$ cat src/rtl/div_pkg.sv
// div_pkg: shared state encoding and default width for the restoring divider.
package div_pkg;
    localparam int WIDTH_DEF = 4;
    typedef logic [1:0] state_t;
    localparam state_t ST_IDLE = 2'd0;
    localparam state_t ST_CALC = 2'd1;
    localparam state_t ST_DONE = 2'd2;
endpackage

$ cat src/rtl/div_restoring_seq_if.sv
// div_restoring_seq_if: start/done handshake plus operand and result bus of the divider.
interface div_restoring_seq_if import div_pkg::*; #(
    parameter int WIDTH = WIDTH_DEF
);
    logic             start;
    logic [WIDTH-1:0] dividend;
    logic [WIDTH-1:0] divisor;
    logic             busy;
    logic             done;
    logic [WIDTH-1:0] quotient;
    logic [WIDTH-1:0] remainder;
    logic             div_by_zero;
    modport master (
        output start, dividend, divisor,
        input  busy, done, quotient, remainder, div_by_zero
    );
    modport slave (
        input  start, dividend, divisor,
        output busy, done, quotient, remainder, div_by_zero
    );
endinterface

$ cat src/rtl/div_sub_step.sv
// div_sub_step: one restoring step, WIDTH+1-bit trial subtraction in add/sub form.
module div_sub_step #(
    parameter int WIDTH = 4
) (
    input  logic [WIDTH:0]   rem_shift,
    input  logic [WIDTH-1:0] divisor,
    output logic [WIDTH:0]   diff,
    output logic             borrow
);
    assign diff   = rem_shift + ~{1'b0, divisor} + (WIDTH+1)'(1);
    // The partial remainder stays below 2*divisor, so the MSB is the sign of the difference.
    assign borrow = diff[WIDTH];
endmodule

$ cat src/rtl/div_restoring_seq.sv
// div_restoring_seq: sequential unsigned restoring divider, one quotient bit per clock.
module div_restoring_seq import div_pkg::*; #(
    parameter  int WIDTH = WIDTH_DEF,
    localparam int CNT_W = $clog2(WIDTH+1)
) (
    input logic                clk,
    input logic                reset_n,
    div_restoring_seq_if.slave bus
);
    state_t             state_q, state_d;
    logic [WIDTH-1:0]   q_q, q_d, d_q, d_d, quot_q, quot_d, rem_q, rem_d, q_next;
    logic [WIDTH:0]     r_q, r_d, rem_shift, diff, r_next;
    logic [CNT_W-1:0]   cnt_q, cnt_d;
    logic               dbz_q, dbz_d, borrow, accept, last;

    assign accept    = state_q == ST_IDLE && bus.start;
    assign last      = state_q == ST_CALC && cnt_q == CNT_W'(1);
    assign rem_shift = {r_q[WIDTH-1:0], q_q[WIDTH-1]};
    assign q_next    = {q_q[WIDTH-2:0], ~borrow};
    assign r_next    = borrow ? rem_shift : diff;

    div_sub_step #(.WIDTH(WIDTH)) u_step (
        .rem_shift (rem_shift),
        .divisor   (d_q),
        .diff      (diff),
        .borrow    (borrow)
    );

    always_ff @(posedge clk or negedge reset_n) begin
        if (!reset_n) state_q <= ST_IDLE;
        else          state_q <= state_d;
    end

    always_comb begin
        state_d = (state_q == ST_IDLE) ? (bus.start ? ST_CALC : ST_IDLE) :
                  (state_q == ST_CALC) ? (last ? ST_DONE : ST_CALC) : ST_IDLE;
    end

    always_comb begin
        bus.busy = state_q != ST_IDLE;
        bus.done = state_q == ST_DONE;
    end

    assign bus.quotient    = quot_q;
    assign bus.remainder   = rem_q;
    assign bus.div_by_zero = dbz_q;

    // A zero divisor spends a single CALC cycle that loads the saturated result instead of stepping.
    always_comb begin
        q_d    = q_q;
        d_d    = d_q;
        r_d    = r_q;
        cnt_d  = cnt_q;
        quot_d = quot_q;
        rem_d  = rem_q;
        dbz_d  = dbz_q;
        if (accept) begin
            q_d   = bus.dividend;
            d_d   = bus.divisor;
            r_d   = '0;
            dbz_d = bus.divisor == '0;
            cnt_d = (bus.divisor == '0) ? CNT_W'(1) : CNT_W'(WIDTH);
        end else if (state_q == ST_CALC) begin
            q_d   = q_next;
            r_d   = r_next;
            cnt_d = cnt_q - CNT_W'(1);
            if (last) begin
                quot_d = dbz_q ? '1 : q_next;
                rem_d  = dbz_q ? q_q : r_next[WIDTH-1:0];
            end
        end
    end

    always_ff @(posedge clk or negedge reset_n) begin
        if (!reset_n) begin
            q_q    <= '0;
            d_q    <= '0;
            r_q    <= '0;
            cnt_q  <= '0;
            quot_q <= '0;
            rem_q  <= '0;
            dbz_q  <= 1'b0;
        end else begin
            q_q    <= q_d;
            d_q    <= d_d;
            r_q    <= r_d;
            cnt_q  <= cnt_d;
            quot_q <= quot_d;
            rem_q  <= rem_d;
            dbz_q  <= dbz_d;
        end
    end
endmodule

$ cat src/flat_wrapper.sv
// flat-port wrapper written by rule: the top's interface ports become plain ports
module div_restoring_seq_flat import div_pkg::*;
#(
    parameter  int WIDTH = WIDTH_DEF,
    localparam int CNT_W = $clog2(WIDTH+1)
)
  (clk, reset_n, bus_start, bus_dividend, bus_divisor, bus_busy, bus_done, bus_quotient, bus_remainder, bus_div_by_zero);
  div_restoring_seq_if #(.WIDTH(WIDTH)) bus_i ();
  input logic clk;
  input logic reset_n;
  input wire logic [$bits(bus_i.start)-1:0] bus_start;
  input wire logic [$bits(bus_i.dividend)-1:0] bus_dividend;
  input wire logic [$bits(bus_i.divisor)-1:0] bus_divisor;
  output wire logic [$bits(bus_i.busy)-1:0] bus_busy;
  output wire logic [$bits(bus_i.done)-1:0] bus_done;
  output wire logic [$bits(bus_i.quotient)-1:0] bus_quotient;
  output wire logic [$bits(bus_i.remainder)-1:0] bus_remainder;
  output wire logic [$bits(bus_i.div_by_zero)-1:0] bus_div_by_zero;
  assign bus_i.start = bus_start;
  assign bus_i.dividend = bus_dividend;
  assign bus_i.divisor = bus_divisor;
  assign bus_busy = bus_i.busy;
  assign bus_done = bus_i.done;
  assign bus_quotient = bus_i.quotient;
  assign bus_remainder = bus_i.remainder;
  assign bus_div_by_zero = bus_i.div_by_zero;
  div_restoring_seq #(.WIDTH(WIDTH)) u_core (.clk(clk), .reset_n(reset_n), .bus(bus_i));
endmodule
$ cat config.mk
export PLATFORM = sky130hd
export DESIGN_NAME = div_restoring_seq_flat
export DESIGN_NICKNAME = d
export VERILOG_FILES = /design/src/rtl/div_pkg.sv /design/src/rtl/div_restoring_seq_if.sv /design/src/rtl/div_sub_step.sv /design/src/rtl/div_restoring_seq.sv /design/src/flat_wrapper.sv
export SDC_FILE = /design/constraint.sdc
export NUM_CORES = 1
export LEC_CHECK = 0
export ABC_AREA = 1
export CORE_MARGIN = 10
export CORE_UTILIZATION = 53
export DETAILED_ROUTE_END_ITERATION = 10
export DONT_BUFFER_PORTS = 1
export PLACE_DENSITY_LB_ADDON = 0.1
export SLEW_MARGIN = 25
export SYNTH_ARGS = -nofsm -noshare
export SYNTH_HDL_FRONTEND = slang
export SYNTH_SLANG_ARGS = --single-unit
$ cat constraint.sdc
create_clock -name clk -period 2 [get_ports clk]
set_input_delay 0.2 -clock clk [delete_from_list [all_inputs] [get_ports clk]]
set_output_delay 0.2 -clock clk [all_outputs]
set_load 0.01 [all_outputs]
==> summary.md, run 1 <==
| Metric | Value |
|---|---|
| Core box area | `2710 sq um` |
| Setup Buffers After CTS | `0` |
| DR vias/cell | `5.55` |
| Synth Net Count | `189` |
| Largest net degree at the start of global routing | `27` |
| Final setup violation count | `0` |
| Critical path required time | `2.23 ns` |
| Initial antenna violation count | `0` |
| Max FO, Critical Path | `4` |
| FILL cells | `262` |
| Yosys reg bits | `26` |
| WP data arrival | `2.03 ns` |
| Vias | `1,187` |
| N_diodes | `0` |
| Hold_ws | `0.0347 ns` |
| Worst relative slew slack | `0.767` |
| Die width | `72.8 um` |
| Clock tree sinks | `26` |
| I/O Pins | `22` |
| DP Cell Count | `202` |
| Worst VDD drop | `1150 uV` |
| DRC | `0` |
| Crit path kind | `reg -> reg` |
| GPL Wtd Cong | `0.893` |
| DRT Wirelength | `3.14 mm` |
| Synth area leaders | `dfrtp_1, nand2_1, inv_1, ha_1, nand3_1` |
| Max-Cap Viols | `0` |
| CTS tree | `built` |
| Clk_lat worst skew | `0.32 ns` |
| Syn_area_per_cell | `8.63 sq um` |
| RSZ-0062 raised after global routing | `false` |
| Worst slew pin tran | `0.349 ns` |
| Cell Pwr Density | `1930 nW/um^2` |
| Area share of the largest cell type after synthesis | `0.441` |
| Vias in the first global route | `1,073` |
| H-tree levels | `1` |
| Outcome | `completed` |
| CP Capture Type | `flip-flop` |
| P&R area growth vs syn | `12.6%` |
| Cts bufs inserted | `3` |
| Clock transition at path regs | `0.14 ns` |
| Cell taking the most area after synthesis | `dfrtp_1` |
| Final net count | `202` |
| CTS root buf | `clkbuf_4` |
| Final TNS setup | `0 ns` |
| # port buffers | `0` |
| Cell area after synthesis | `1480 sq um` |
| Most frequent cells in the layout | `nand2_1, dfrtp_1, inv_1` |
| Commonest non-fill, non-tap cell in the layout | `nand2_1` |
| Pleak | `0.858 nW` |
| Final Max Slew Viols | `0` |
| Total grt overflow | `0` |
| Die area | `5300 sq um` |
| Sequential area share after synthesis | `0.441` |
| Post-DP HPWL | `2.38 mm` |
| Count of final hold-check violations | `0` |
| DP Area | `1520 sq um` |
| Antenna Nets Post-Route | `0` |
| Synthesis Warnings | `0` |
| Post-Syn Instances | `171` |
| Die height | `72.8 um` |
| HP Class | `in -> reg` |
| Fmax | `555 MHz` |
| Setup slack, reg-to-reg | `0.20 ns` |
| Layout cell share with drive strength beyond 1 | `0.153` |
| FP Rows | `19` |
| Tot Pwr | `3.21 mW` |
| Iter 0 DRT Violations | `102` |
| Finished Layout Cells | `214` |
| Post-synth cell types | `28` |
| Final Critical Period | `1.80 ns` |
| Cell area after layout | `1660 sq um` |
| Worst-case clock buffer depth | `2` |
| Gr usage total | `0.121` |
| TritonRoute pass-1 iters | `4` |
| CP Launch Type | `flip-flop` |
| Tcrit/Tclk final | `0.901` |
| Initial Utilization | `0.545` |
| Clock Skews | `0.00419 ns` |
| Routed len/inst | `14.7 um` |
| Global-route wire length before repair | `5.15 mm` |
## cells in the mapped netlist
master and n:
a21oi_1 10, a22oi_2 1, a31oi_1 1, dfrtp_1 26, fa_1 1, ha_1 6
inv_1 24, inv_4 3, inv_6 1, nand2_1 48, nand2_2 1, nand2_4 2
nand3_1 15, nand3_2 2, nor2_1 9, nor2_2 1, nor2_4 2, nor2_8 2
o211ai_2 1, o21ai_0 3, o21ai_1 2, o21ai_2 2, o21bai_1 1, o221ai_2 3
o22ai_1 1, or2_1 1, xnor2_1 1, xor2_1 1
## flip-flops by register name, summed over array words and instances (netlist names)
| register | flops |
|---|---|
| u_core.q_q | 4 |
| u_core.cnt_q | 3 |
| u_core.bus.quotient | 4 |
| u_core.bus.div_by_zero | 1 |
| u_core.r_q | 4 |
| u_core.bus.remainder | 4 |
| u_core.d_q | 4 |
| u_core.state_q | 2 |
## worst max-delay path, cell delays in order, from the launching register on
cell,delay (ns)
dfrtp_1,0.37
inv_1,0.09
ha_2,0.20
fa_2,0.35
inv_1,0.08
nand3_1,0.10
nand3_2,0.14
nand2_2,0.10
nand2_1,0.09
nand3_1,0.08
nand2_1,0.07
nand2_1,0.04
## stage by stage
stage | util | setup slack, ns
finish | 0.614 | 0.199
global route | 0.614 | 0.0314
global placement | 0.559 | 0.212
floorplan | - | 0.348
detailed placement | 0.559 | 0.153
CTS | 0.608 | 0.126
## path summary, 6_finish.rpt
path / endpoint / from / cells past startpoint
setup / recovery: u_core.bus.remainder[2]$_DFFE_PN0P_ / u_core.q_q[3]$_DFFE_PN0P_ / 11
hold / removal: u_core.d_q[3]$_DFFE_PN0P_ / bus_divisor[3] / 2
setup reg to reg: u_core.bus.remainder[2]$_DFFE_PN0P_ / u_core.q_q[3]$_DFFE_PN0P_ / 11
hold reg to reg: u_core.d_q[3]$_DFFE_PN0P_ / u_core.d_q[3]$_DFFE_PN0P_ / 2
max in group asynchronous: u_core.r_q[2]$_DFFE_PN0P_ / reset_n / 2
min in group asynchronous: u_core.bus.remainder[0]$_DFFE_PN0P_ / reset_n / 2
## routing by layer
| layer | GRT usage | part of all wire | up-vias |
|---|---|---|---|
| met2 | 0.195 | 0.49 | 34 |
| met5 | 0 | 0 | - |
| met3 | 0.0340 | 0.068 | 4 |
| met1 | 0.152 | 0.44 | 577 |
| met4 | 0.0380 | 0.0089 | 0 |
| li1 | - | - | 572 |
## repair_timing
action | in CTS | in global routing
setup endpoints to repair | 0 | 6
endpoints found under the hold margin | 31 | 1
hold buffers | 7 | 1
resized for setup | 0 | 2
## cell type report
class,count,area [sq um],share of cell area
clock buffer,3,22.5,0.0135
clock inverter,1,30.0,0.0181
sequential,26,651,0.391
multi-input combinational,117,713,0.429
tap,31,38.8,0.0233
timing repair buffer,8,90.1,0.0542
inverter,28,118,0.0707
## cell families (layout without fill, tap and decap cells)
group,count (synthesis),in the layout,share of synthesized area
xor+xnor,2,2,0.0119
compound gates,25,25,0.124
buf+inv,28,40,0.0797
flops,26,26,0.441
simple gates,83,83,0.280
fa+ha+maj,7,7,0.0644
## power by group
group | switching [mW] | internal [mW] | total, mW | leakage, nW
Sequential | 0.202 | 0.774 | 0.976 | 0.320
Combinational | 1.18 | 0.688 | 1.87 | 0.510
Clock | 0.159 | 0.203 | 0.362 | 0.0279
Total | 1.54 | 1.67 | 3.21 | 0.858
Note: power is estimated with default switching activity, not from simulation.
==> inputs of run 2 (changes only) <==
==> constraint.sdc (replaced) <==
create_clock -name clk -period 2 [get_ports clk]
set_input_delay 0.4 -clock clk [delete_from_list [all_inputs] [get_ports clk]]
set_output_delay 0.4 -clock clk [all_outputs]
set_load 0.01 [all_outputs]
==> summary.md, run 2 (synthesized netlist as in run 1, its figures left out) <==
| Metric | Value |
|---|---|
| FILL cells | `268 (+2.3%)` |
| Gr usage total | `0.118 (-0.00307)` |
| Final setup violation count | `0 (unchanged)` |
| Worst VDD drop | `1150 uV (+0.10%)` |
| Combinational Power Share | `0.580 (-0.003)` |
| DP Area | `1520 sq um (unchanged)` |
| CTS root buf | `clkbuf_4` |
| RSZ-0062 raised after global routing | `false` |
| CP Launch Type | `flip-flop` |
| Post-DP HPWL | `2.38 mm (unchanged)` |
| DP Cell Count | `202 (unchanged)` |
| Layout Utilization | `0.591 (-0.0222)` |
| # port buffers | `0 (unchanged)` |
| Sequential Power Share | `0.306 (about the same)` |
| Final Max Slew Viols | `0 (unchanged)` |
| I/O Pins | `22 (unchanged)` |
| Antenna Nets Post-Route | `0 (unchanged)` |
| CTS tree | `built` |
| Hold Path Depth | `2 (unchanged)` |
| Dpl ws | `0.153 ns (unchanged)` |
| Vias | `1,164 (-1.9%)` |
| Internal Pwr Total | `1.66 mW (-0.48%)` |
| Count of final hold-check violations | `0 (unchanged)` |
| Crit path kind | `reg -> reg` |
| Worst slew pin tran | `0.351 ns (+0.00207 ns)` |
| Clock Skews | `0.00799 ns (+0.00380 ns)` |
| Critical path required time | `2.23 ns (about the same)` |
| H-tree levels | `1 (unchanged)` |
| Setup Buffers After CTS | `0 (unchanged)` |
| Fmax | `557 MHz (+0.25%)` |
| Final net count | `196 (-3.0%)` |
| Setup WS post-layout | `0.203 ns (+0.00449 ns)` |
| Final TNS setup | `0 ns (unchanged)` |
| Iter 0 DRT Violations | `74 (-27%)` |
| GPL Wtd Cong | `0.893 (unchanged)` |
| DRC | `0 (unchanged)` |
| Core box area | `2710 sq um (unchanged)` |
| Hold_ws | `0.184 ns (+0.150 ns)` |
| N_diodes | `0 (unchanged)` |
| Clk_lat worst skew | `0.32 ns (about the same)` |
| Largest net degree at the start of global routing | `27 (unchanged)` |
| Initial antenna violation count | `0 (unchanged)` |
| DRT Wirelength | `3.08 mm (-1.8%)` |
| Initial Utilization | `0.545 (unchanged)` |
| Worst-case clock buffer depth | `2 (unchanged)` |
| Outcome | `completed` |
| Cts bufs inserted | `3 (unchanged)` |
| Pleak | `0.833 nW (-2.9%)` |
| Worst R2R Path Depth | `11 (unchanged)` |
| Tcrit/Tclk final | `0.898 (-0.00225)` |
| CP Capture Type | `flip-flop` |
| Clock tree sinks | `26 (unchanged)` |
| NetSw | `1.53 mW (-0.42%)` |
| Total grt overflow | `0 (unchanged)` |
| HP Class | `in -> reg` |
| Final Critical Period | `1.80 ns (-0.00449 ns)` |
| Worst relative slew slack | `0.766 (-0.00138)` |
| Max-Cap Viols | `0 (unchanged)` |
| Die height | `72.8 um (unchanged)` |
| Cell area after layout | `1600 sq um (-3.6%)` |
| Max FO, Critical Path | `4 (unchanged)` |
| Layout cell share with drive strength beyond 1 | `0.158 (+0.00519)` |
| TritonRoute pass-1 iters | `4 (unchanged)` |
| Finished Layout Cells | `208 (-2.8%)` |
| Cell Pwr Density | `1990 nW/um^2 (+3.3%)` |
| DR vias/cell | `5.60 (+0.89%)` |
| Sw frac | `0.481 (about the same)` |
| Clock Power Share | `0.114 (about the same)` |
| WP data arrival | `2.03 ns (about the same)` |
| Most frequent cells in the layout | `nand2_1, dfrtp_1, inv_1` |
| Die area | `5300 sq um (unchanged)` |
| Commonest non-fill, non-tap cell in the layout | `nand2_1` |
| Routed len/inst | `14.8 um (+1.0%)` |
| Die width | `72.8 um (unchanged)` |
| Global-route wire length before repair | `5.01 mm (-2.7%)` |
| Vias in the first global route | `1,049 (-2.2%)` |
| FP Rows | `19 (unchanged)` |
| Tot Pwr | `3.19 mW (-0.45%)` |
| P&R area growth vs syn | `8.56%` |
| Clock transition at path regs | `0.14 ns (about the same)` |
## run 2: cell types whose count changed in the layout (fill, tap and decap cells not counted), sizes merged
cell / change
dlygate4sd3: -6
## run 2: area by class of cell
type	instances	area (sq um)	share of cell area
multi-input cells	117	713	0.445
clock inverters	1	30.0	0.0187
flip-flops and latches	26	651	0.406
inverters	28	118	0.0734
clock buffers	3	22.5	0.0141
well taps	31	38.8	0.0242
repair buffers	2	30.0	0.0187
## run 2: worst paths after layout
kind	start	endpoint	slack, ns
max	u_core.q_q[3]$_DFFE_PN0P_	u_core.bus.remainder[2]$_DFFE_PN0P_	0.20
min in group asynchronous	reset_n	u_core.bus.remainder[0]$_DFFE_PN0P_	0.49
max in group asynchronous	reset_n	u_core.r_q[2]$_DFFE_PN0P_	1.36
min	bus_divisor[0]	u_core.d_q[0]$_DFFE_PN0P_	0.18
min reg2reg	u_core.d_q[3]$_DFFE_PN0P_	u_core.d_q[3]$_DFFE_PN0P_	0.51
max reg2reg	u_core.q_q[3]$_DFFE_PN0P_	u_core.bus.remainder[2]$_DFFE_PN0P_	0.20
## run 2: critical path, stage by stage, from the launching register on
cell and delay [ns]:
dfrtp_1 0.37, inv_1 0.09, ha_2 0.20, fa_2 0.35, inv_1 0.08, nand3_1 0.10, nand3_2 0.14, nand2_2 0.10
nand2_1 0.09, nand3_1 0.08, nand2_1 0.07, nand2_1 0.04
## run 2: what timing repair did
item / in CTS / in global routing
endpoints found under the setup margin: 0 / 6
resized for setup: 0 / 2
hold buffers: 2 / 0
endpoints found under the hold margin: 26 / 0
## run 2: metal layers
metal / up-vias / track usage / share of wire
li1: 563 / - / -
met1: 572 / 0.148 / 0.44
met2: 25 / 0.187 / 0.48
met3: 4 / 0.0354 / 0.062
met4: 0 / 0.0380 / 0.0091
met5: - / 0 / 0
## run 2: power by group through the flow
| stage | registers (mW) | clock network, mW | logic (mW) |
|---|---|---|---|
| after floorplan | 0.945 | 0 | 1.51 |
| after global placement | 0.985 | 0 | 1.76 |
| after detailed placement | 0.995 | 0 | 1.82 |
| after CTS | 0.982 | 0.374 | 1.85 |
| after global routing | 1.01 | 0.396 | 2.11 |
| final | 0.976 | 0.364 | 1.85 |
==> inputs of run 3 (changes only) <==
- ABC_AREA: 1 -> default
==> summary.md, run 3 <==
| Metric | Value |
|---|---|
| Die area | `4930 sq um (-7.0%)` |
| Cell area after synthesis | `1340 sq um (-9.6%)` |
| Die width | `70.2 um (-3.6%)` |
| FP Rows | `18 (-1)` |
| Clock transition at path regs | `0.14 ns (about the same)` |
| Commonest non-fill, non-tap cell in the layout | `dfrtp_1` |
| Critical path required time | `2.25 ns (+0.02 ns)` |
| Pleak | `0.712 nW (-14%)` |
| Tot Pwr | `3.12 mW (-2.3%)` |
| Core box area | `2430 sq um (-10%)` |
| Count of final hold-check violations | `0 (unchanged)` |
| Worst slew pin tran | `0.475 ns (+0.124 ns)` |
| Worst R2R Path Depth | `7 (-4)` |
| Synth Net Count | `150 (-21%)` |
| Clock Skews | `0.00494 ns (-0.00304 ns)` |
| TritonRoute pass-1 iters | `4 (unchanged)` |
| Asr flop ratio synth | `1.00 (unchanged)` |
| Top-count cell post-synth | `dfrtp_1` |
| GPL Wtd Cong | `0.795 (-11%)` |
| Die height | `70.2 um (-3.6%)` |
| DP Area | `1410 sq um (-7.0%)` |
| Final Max Slew Viols | `0 (unchanged)` |
| Setup slack, reg-to-reg | `-0.02 ns (-0.22 ns)` |
| DRT Wirelength | `2.76 mm (-10%)` |
| Total grt overflow | `0 (unchanged)` |
| P&R area growth vs syn | `13.5%` |
| CTS tree | `built` |
| Synth Flop Type | `dfrtp_1` |
| Largest net degree at the start of global routing | `27 (unchanged)` |
| CP Capture Type | `flip-flop` |
| Worst relative slew slack | `0.683 (-0.0827)` |
| Cell taking the most area after synthesis | `dfrtp_1` |
| Max-Cap Viols | `0 (unchanged)` |
| Most instantiated cells after synthesis | `dfrtp_1, nand2_1, inv_1, o21ai_0` |
| Gr usage total | `0.113 (-0.00477)` |
| Most frequent cells in the layout | `dfrtp_1, nand2_1, o21ai_0` |
| Initial Utilization | `0.549 (+0.00409)` |
| Post-DP HPWL | `2.13 mm (-11%)` |
| DR vias/cell | `5.39 (-3.8%)` |
| RSZ-0062 raised after global routing | `true` |
| Tcrit/Tclk final | `1.01 (+0.109)` |
| Post-synth cell types | `37 (+32%)` |
| Global-route wire length before repair | `4.61 mm (-8.0%)` |
| N_diodes | `0 (unchanged)` |
| Fmax | `496 MHz (-11%)` |
| Cell Pwr Density | `2060 nW/um^2 (+3.3%)` |
| H-tree levels | `1 (unchanged)` |
| Clk_lat worst skew | `0.32 ns (about the same)` |
| Critical R2R Capture | `u_core.r_q[0]$_DFFE_PN0P_` |
| DRC | `0 (unchanged)` |
| Initial antenna violation count | `0 (unchanged)` |
| Area share of the largest cell type after synthesis | `0.487 (+0.0467)` |
| Max FO, Critical Path | `8 (+4)` |
| Vias in the first global route | `959 (-8.6%)` |
| Final Critical Period | `2.02 ns (+0.219 ns)` |
| Worst VDD drop | `1300 uV (+13%)` |
| Clock tree sinks | `26 (unchanged)` |
| Crit path kind | `reg -> reg` |
| HP Class | `in -> reg` |
| EDFF count, synth | `0 (unchanged)` |
| Cts bufs inserted | `3 (unchanged)` |
| Synth area leaders | `dfrtp_1, nand2_1, ha_1, o21ai_0, inv_1` |
| CP Launch Type | `flip-flop` |
| Routed len/inst | `16.1 um (+8.9%)` |
| # port buffers | `0 (unchanged)` |
| Iter 0 DRT Violations | `93 (+26%)` |
| Sequential area share after synthesis | `0.487 (+0.0467)` |
| CTS root buf | `clkbuf_4` |
| Synthesis Warnings | `0 (unchanged)` |
| Syn_area_per_cell | `10.1 sq um (+17%)` |
| Outcome | `finished with violations` |
| Post-Syn Instances | `132 (-23%)` |
| Layout cell share with drive strength beyond 1 | `0.191 (+0.0333)` |
| Antenna Nets Post-Route | `0 (unchanged)` |
| Final net count | `160 (-18%)` |
| Critical Path Start | `u_core.d_q[0]$_DFFE_PN0P_` |
| Setup WS post-layout | `-0.0155 ns (-0.219 ns)` |
| Cell area after layout | `1520 sq um (-5.5%)` |
| Yosys reg bits | `26 (unchanged)` |
| WP data arrival | `2.26 ns (+0.23 ns)` |
| Worst-case clock buffer depth | `2 (unchanged)` |
| Failing checks | `setup timing` |
| I/O Pins | `22 (unchanged)` |
| Vias | `921 (-21%)` |
| RR Startpoint | `u_core.d_q[0]$_DFFE_PN0P_` |
| Final setup violation count | `2 (+2)` |
| Worst Setup EP | `u_core.r_q[0]$_DFFE_PN0P_` |
-- run 3: cell count changes after synthesis, moves of 4 or more --
cell / before / now
nand2_1: 48 / 24
inv_1: 24 / 9
nand3_1: 15 / 0
a21oi_1: 10 / 4
o21ai_0: 3 / 9
buf_2: 0 / 4
-- run 3: timing repair --
action | in CTS | in global routing
setup buffers | 0 | 1
gates resized for setup | 3 | 1
endpoints found under the setup margin | 7 | 7
pin swaps | 2 | 1
endpoints found under the hold margin | 26 | 0
gates cloned | 0 | 0
hold buffers | 2 | 0
-- run 3: where the power goes --
| group | internal [mW] | switching [mW] | total (mW) |
|---|---|---|---|
| Combinational | 0.866 | 0.861 | 1.73 |
| Clock | 0.203 | 0.157 | 0.360 |
| Sequential | 0.781 | 0.249 | 1.03 |
-- run 3: worst min path at each step --
| stage | startpoint | end | slack, ns | cells after the start |
|---|---|---|---|---|
| 6_report | bus_divisor[1] | u_core.d_q[1]$_DFFE_PN0P_ | 0.19 | 2 |
| 5_1_grt | bus_divisor[1] | u_core.d_q[1]$_DFFE_PN0P_ | 0.19 | 2 |
| 4_1_cts | bus_divisor[1] | u_core.d_q[1]$_DFFE_PN0P_ | 0.18 | 2 |
| 3_5_place_dp | reset_n | u_core.bus.quotient[0]$_DFFE_PN0P_ | 0.11 | 0 |
| 3_3_place_gp | reset_n | u_core.bus.quotient[0]$_DFFE_PN0P_ | 0.11 | 0 |
| 2_1_floorplan | reset_n | u_core.bus.div_by_zero$_DFFE_PN0P_ | 0.10 | 0 |
-- run 3: kinds of logic (layout without fill, tap and decap cells) --
kind of cell / Yosys count / in the layout / share of synthesized area
buffers and inverters: 15 / 24 / 0.0459
DFF: 26 / 26 / 0.487
muxes: 5 / 5 / 0.0459
adders and majority gates: 7 / 7 / 0.0712
AOI/OAI and AO/OA: 31 / 31 / 0.157
and+or+nand+nor: 44 / 44 / 0.153
xor gates and xnor gates: 4 / 4 / 0.0403
-- run 3: through the flow --
step	hold slack [ns]	std cells	util	setup slack (ns)	TNS, ns
6_report	0.194	171	0.623	-0.0155	-0.0228
5_1_grt	0.189	171	0.623	-0.0869	-0.471
4_1_cts	0.183	170	0.618	-0.0175	-0.0474
3_5_place_dp	0.105	164	0.579	-0.0616	-0.218
3_3_place_gp	0.105	164	0.579	-0.0315	-0.0781
2_1_floorplan	0.104	132	-	0.0216	0
-- run 3: final cells by class --
cell class | instances | area, sq um
clock buffers | 3 | 22.5
clock inverters | 1 | 30.0
fillers | 209 | 917
inverters | 10 | 37.5
multi-input cells | 91 | 647
flip-flops and latches | 26 | 651
well taps | 30 | 37.5
repair buffers | 10 | 90.1
-- run 3: routing by layer --
metal,wire length (um),track usage,vias up
met5,0,0,-
met2,1280,0.175,22
met1,1250,0.137,431
met3,216,0.0466,2
met4,12,0.0395,0
li1,-,-,466
-- run 3: critical path, cell delays in order, from the launching register on --
cell      delay (ns)
dfrtp_1         0.44
ha_4            0.17
fa_2            0.33
nand2b_4        0.15
a21oi_4         0.17
xnor2_4         0.19
mux2_4          0.35
o22ai_2         0.14
